### config.mk
export PLATFORM = sky130hd
export DESIGN_NAME = iterative_divider
export DESIGN_NICKNAME = d
export VERILOG_FILES = /design/src/rtl/iterative_divider_pkg.sv /design/src/rtl/iterative_divider_div_step.sv /design/src/rtl/iterative_divider.sv
export SDC_FILE = /design/constraint.sdc
export NUM_CORES = 1
export LEC_CHECK = 0
export CAP_MARGIN = 20
export CORE_ASPECT_RATIO = 0.9
export CORE_MARGIN = 5
export CORE_UTILIZATION = 55
export CTS_BUF_LIST = sky130_fd_sc_hd__clkbuf_4 sky130_fd_sc_hd__clkbuf_8
export CTS_CLUSTER_DIAMETER = 40
export DETAILED_ROUTE_END_ITERATION = 16
export PLACE_DENSITY = 0.77
export SLEW_MARGIN = 40
export SYNTH_ARGS = -nofsm -noshare
export SYNTH_HDL_FRONTEND = slang
export SYNTH_HIERARCHICAL = 1
export SYNTH_SLANG_ARGS = --single-unit
### constraint.sdc
create_clock -name clock -period 4.2 [get_ports clock]
set_clock_uncertainty 0.15 [all_clocks]
set_input_delay 0.84 -clock clock [delete_from_list [all_inputs] [get_ports clock]]
set_output_delay 0.84 -clock clock [all_outputs]
set_load 0.05 [all_outputs]
### src/rtl/iterative_divider_pkg.sv
// divider_pkg: state encoding, default width and operand-magnitude helper shared by iterative_divider.
package divider_pkg;
    typedef enum logic [1:0] {IDLE, ITER, FIXUP, DONE} div_state_t;
    localparam int DIV_WIDTH_DEFAULT = 32;
    localparam int ABS_W = 64;
    // value arrives sign-extended when signed_mode is set, zero-extended otherwise
    function automatic logic [ABS_W-1:0] abs_u(input logic [ABS_W-1:0] value, input logic signed_mode);
        return (signed_mode && value[ABS_W-1]) ? -value : value;
    endfunction
endpackage

### src/rtl/iterative_divider_div_step.sv
// div_step: one combinational restoring-division iteration on a double-width accumulator.
module div_step #(
    parameter int WIDTH = 32
) (
    input  logic [2*WIDTH-1:0] acc,
    input  logic [WIDTH-1:0]   divisor,
    output logic [2*WIDTH-1:0] acc_next
);
    logic             borrow;
    logic [WIDTH-1:0] rem;
    always_comb begin
        {borrow, rem} = {1'b0, acc[2*WIDTH-2:WIDTH-1]} - {1'b0, divisor};
        // the bit shifted out of the upper half means the partial remainder already exceeds the divisor
        acc_next = (acc[2*WIDTH-1] | ~borrow) ? {rem, acc[WIDTH-2:0], 1'b1} : {acc[2*WIDTH-2:0], 1'b0};
    end
endmodule

### src/rtl/iterative_divider.sv
// iterative_divider: multi-cycle restoring divider, one quotient bit per clock, signed/unsigned with exceptions.
// Define DIV_REMAINDER_EN to add the data_remainder output.
module iterative_divider
    import divider_pkg::*;
#(
    parameter int WIDTH = DIV_WIDTH_DEFAULT,
    parameter int CNT_W = $clog2(WIDTH) + 1
) (
    input  logic             clock,
    input  logic             reset_n,
    input  logic             ctrl_div,
    input  logic             ctrl_signed,
    input  logic [WIDTH-1:0] data_operandA,
    input  logic [WIDTH-1:0] data_operandB,
    output logic [WIDTH-1:0] data_quotient,
`ifdef DIV_REMAINDER_EN
    output logic [WIDTH-1:0] data_remainder,
`endif
    output logic             data_exception,
    output logic             data_resultRDY,
    output logic             busy
);
    localparam logic [WIDTH-1:0] MIN = {1'b1, {(WIDTH-1){1'b0}}};
    div_state_t       state_q, state_d;
    logic [2*WIDTH-1:0] acc_q, acc_d, acc_step;
    logic [CNT_W-1:0] cnt_q, cnt_d;
    logic [WIDTH-1:0] mag_b_q, mag_b_d, quot_q, quot_d, mag_a, mag_b;
    logic             qneg_q, qneg_d, ovf_q, ovf_d, exc_q, exc_d, rdy_q, rdy_d, busy_q, busy_d;
`ifdef DIV_REMAINDER_EN
    logic [WIDTH-1:0] rem_q, rem_d;
    logic             rneg_q, rneg_d;
`endif

    div_step #(.WIDTH(WIDTH)) u_step (.acc(acc_q), .divisor(mag_b_q), .acc_next(acc_step));

    always_comb begin
        mag_a = WIDTH'(abs_u({{(ABS_W-WIDTH){ctrl_signed & data_operandA[WIDTH-1]}}, data_operandA}, ctrl_signed));
        mag_b = WIDTH'(abs_u({{(ABS_W-WIDTH){ctrl_signed & data_operandB[WIDTH-1]}}, data_operandB}, ctrl_signed));
        state_d = state_q;
        acc_d = acc_q;
        cnt_d = cnt_q;
        mag_b_d = mag_b_q;
        qneg_d = qneg_q;
        ovf_d = ovf_q;
        quot_d = quot_q;
        exc_d = exc_q;
`ifdef DIV_REMAINDER_EN
        rem_d = rem_q;
        rneg_d = rneg_q;
`endif
        rdy_d = state_q == DONE;
        busy_d = state_q == ITER || state_q == FIXUP;
        case (state_q)
            IDLE: if (ctrl_div) begin
                acc_d = {{WIDTH{1'b0}}, mag_a};
                cnt_d = '0;
                mag_b_d = mag_b;
                qneg_d = ctrl_signed & (data_operandA[WIDTH-1] ^ data_operandB[WIDTH-1]);
                ovf_d = ctrl_signed & (data_operandA == MIN) & (&data_operandB);
                quot_d = '0;
                exc_d = data_operandB == '0;
`ifdef DIV_REMAINDER_EN
                rneg_d = ctrl_signed & data_operandA[WIDTH-1];
                rem_d = (data_operandB == '0) ? data_operandA : '0;
`endif
                state_d = (data_operandB == '0) ? DONE : ITER;
            end
            ITER: begin
                acc_d = acc_step;
                cnt_d = cnt_q + 1'b1;
                state_d = (cnt_q == CNT_W'(WIDTH-1)) ? FIXUP : ITER;
            end
            FIXUP: begin
                // MIN / -1 wraps to MIN without special casing; only the flag is added
                quot_d = qneg_q ? -acc_q[WIDTH-1:0] : acc_q[WIDTH-1:0];
                exc_d = ovf_q;
`ifdef DIV_REMAINDER_EN
                rem_d = rneg_q ? -acc_q[2*WIDTH-1:WIDTH] : acc_q[2*WIDTH-1:WIDTH];
`endif
                state_d = DONE;
            end
            default: state_d = IDLE;
        endcase
    end

    always_ff @(posedge clock or negedge reset_n) begin
        if (!reset_n) begin
            state_q <= IDLE;
            acc_q <= '0;
            cnt_q <= '0;
            mag_b_q <= '0;
            qneg_q <= 1'b0;
            ovf_q <= 1'b0;
            quot_q <= '0;
            exc_q <= 1'b0;
            rdy_q <= 1'b0;
            busy_q <= 1'b0;
`ifdef DIV_REMAINDER_EN
            rem_q <= '0;
            rneg_q <= 1'b0;
`endif
        end else begin
            state_q <= state_d;
            acc_q <= acc_d;
            cnt_q <= cnt_d;
            mag_b_q <= mag_b_d;
            qneg_q <= qneg_d;
            ovf_q <= ovf_d;
            quot_q <= quot_d;
            exc_q <= exc_d;
            rdy_q <= rdy_d;
            busy_q <= busy_d;
`ifdef DIV_REMAINDER_EN
            rem_q <= rem_d;
            rneg_q <= rneg_d;
`endif
        end
    end

    assign data_quotient = quot_q;
    assign data_exception = exc_q;
    assign data_resultRDY = rdy_q;
    assign busy = busy_q;
`ifdef DIV_REMAINDER_EN
    assign data_remainder = rem_q;
`endif
endmodule

==> metrics <==
final wirelength around 27 mm; fin area 11700 sq um; DR vias roughly 9200; ranking of synthesized cells by area dfrtp_1 34%, o21ai_0 5.7%, nand2_1 5.5%; core area 18400 sq um; area of the multi-input gates about 6000 sq um; # fillers between 1500 and 2000; drt first pass iters 6; worst-margin pin slew ~0.72 ns; post-synth cell types 80; PortBufs ~100; RR Startpoint acc_q[31]$_DFFE_PN0P_; DP HPWL ~20 mm; syn avg cell area between 8 and 9 sq um; Initial DRC Count ~890; PwrDens 725 nW/um^2; I/O pin count approximately 100; YS warnings 6; DRC 0; # diodes 0; CP Data Required Time approximately 4.4 ns; Post-Synthesis Cells ~1200; Synth top area share 0.343; antenna-violating nets left 0; Layout area overhead 13.9%; Root Driver clkbuf_8; post_cts resized 0; Synth Cell Area approximately 10000 sq um; antenna violations before repair 0; final hold violations 0; critical path class flip-flop to flip-flop; count of pins over their slew limit 0; CP Capture Type flip-flop; total congestion overflow 0; most common cell after layout, fill and taps aside nand2_1; number of enable flip-flop cells after synthesis 0; Clk pin slew, worst setup/hold paths 0.09 ns; vias in the first global route roughly 8600; share of cells above drive strength 1 0.0678; CTS Buf Count 17; cell area after placement between 10000 and 15000 sq um; largest net degree at the start of global routing 54; clock sink count ~140; Max-Cap Viols 0; flops & latches, synth between 100 and 150; Initial Util 0.558; CTS Hold Buffers Added 0; cell row count 47; Die Span X 154 um; Leakage 4.90 nW; unrepaired setup endpoints after global routing no; die area 21500 sq um; overall power around 8.5 mW; # placed instances approximately 1500; CP max FO 7; Fin Setup TNS 0 ns; Via density 6.05; final cell count without fillers approximately 1500; HP Class primary input to async pin; Mapped Nets between 1000 and 1500; period utilization 0.913; post-synthesis sequential area ratio 0.343; sequential cell area roughly 3500 sq um; clk_lat worst skew 0.47 ns; setup bufs post-CTS 0; Routed wire per std cell between 15 and 20 um; top_reg_cell synth dfrtp_1; commonest cells after routing, fill and taps aside 148 x nand2_1, 140 x dfrtp_1, 118 x o21ai_0, 101 x clkdlybuf4s50_1, 69 x a21oi_1; GRT Util Overall 0.246; Die Ht 140 um; Highest Clock Rate between 0.2 and 0.3 GHz; global-route wire length before repair 43.8 mm; Max transition margin 0.520; status completed; crit path time final 3.84 ns; Worst EP arrival 4.04 ns; # setup viols final 0; Worst Setup SP acc_q[31]$_DFFE_PN0P_; Nets 1380; GPL Wtd Cong about 0.87; startpoint types flip-flop; CTS Buffer Depth 2; CTS tree done; Yosys top cell by area dfrtp_1; Async SR Flop Fraction 1.00; htree depth 4; worst vdd ir roughly 0.00038 V
==> cell families (layout without fill, tap and decap cells) <==
| family | after synthesis | after routing | synth area share |
|---|---|---|---|
| AO/OA/AOI/OAI | 380 | 380 | 0.240 |
| XOR/XNOR | 105 | 105 | 0.0895 |
| buffers and inverters | 162 | 215 | 0.0746 |
| multiplexers | 14 | 14 | 0.0141 |
| AND/OR/NAND/NOR | 386 | 386 | 0.186 |
| flip-flops | 141 | 141 | 0.343 |
| adder cells (fa/ha/maj) | 42 | 42 | 0.0519 |
==> metrics by stage <==
| step | setup WS (ns) | hold WS (ns) | util |
|---|---|---|---|
| final | 0.365 | 0.130 | 0.636 |
| after CTS | 0.432 | 0.127 | 0.636 |
| after global placement | 0.620 | 0.311 | 0.612 |
| after floorplan | 0.879 | 0.300 | - |
| after detailed placement | 0.492 | 0.321 | 0.614 |
| after global routing | 0.230 | 0.143 | 0.636 |
==> area by class of cell <==
cell class | count | share of cell area
repair buffers | 122 | 0.105
clock buffers | 17 | 0.0200
well taps | 245 | 0.0262
inverters | 61 | 0.0196
clock inverters | 15 | 0.0149
multi-input cells | 927 | 0.513
flip-flops and latches | 141 | 0.301
==> report_power, final <==
part	leakage (nW)	internal (mW)	total [mW]	switching [mW]
clock network	0.207	0.549	1.17	0.621
logic	2.89	2.09	4.92	2.82
registers	1.80	1.82	2.40	0.585
==> layer usage <==
metal	share of wire	track usage	up-vias
met5	0	0	-
met4	0.018	0.0678	0
met3	0.066	0.0450	38
met2	0.45	0.374	311
met1	0.47	0.362	4413
li1	-	-	4481
==> cell usage after synthesis, drive strengths merged, types with 21 or more instances <==
| cell type | count |
|---|---|
| nor2 | 67 |
| buf | 44 |
| inv | 61 |
| clkbuf | 57 |
| ha | 41 |
| a21oi | 71 |
| nand2 | 150 |
| xnor2 | 50 |
| dfrtp | 141 |
| nand4 | 23 |
| xor2 | 55 |
| nand3 | 29 |
| a22o | 34 |
| or3 | 21 |
| o21ai | 150 |
==> sequential cells by signal, indices dropped and copies added (netlist names), 2 cells and up <==
| register | cells |
|---|---|
| data_quotient | 32 |
| cnt_q | 6 |
| acc_q | 64 |
| state_q | 2 |
| mag_b_q | 32 |
==> critical path, stage by stage, from the launching register on <==
cell and delay (ns):
dfrtp_1 0.45, inv_1 0.07, ha_1 0.23, fa_1 0.39
nand2b_1 0.19, a21oi_2 0.21, o211ai_2 0.18, o21bai_1 0.28
a21boi_1 0.15, or4_1 0.61, o32ai_1 0.38, xnor2_1 0.16
o21ai_1 0.07, a22o_1 0.20
==> worst paths after layout <==
path                                                      end  slack [ns]  depth (start not counted)
worst max-delay path                    acc_q[58]$_DFFE_PN0P_        0.36                         13
worst min register to register  data_quotient[20]$_DFFE_PN0P_        0.33                          2
min in group clock              data_quotient[20]$_DFFE_PN0P_        0.33                          2
worst max register to register          acc_q[58]$_DFFE_PN0P_        0.36                         13
worst min-delay path                  mag_b_q[15]$_DFFE_PN0P_        0.13                          1
max in group asynchronous                  qneg_q$_DFFE_PN0P_        3.14                          2
Note: power is estimated with default switching activity, not from simulation.
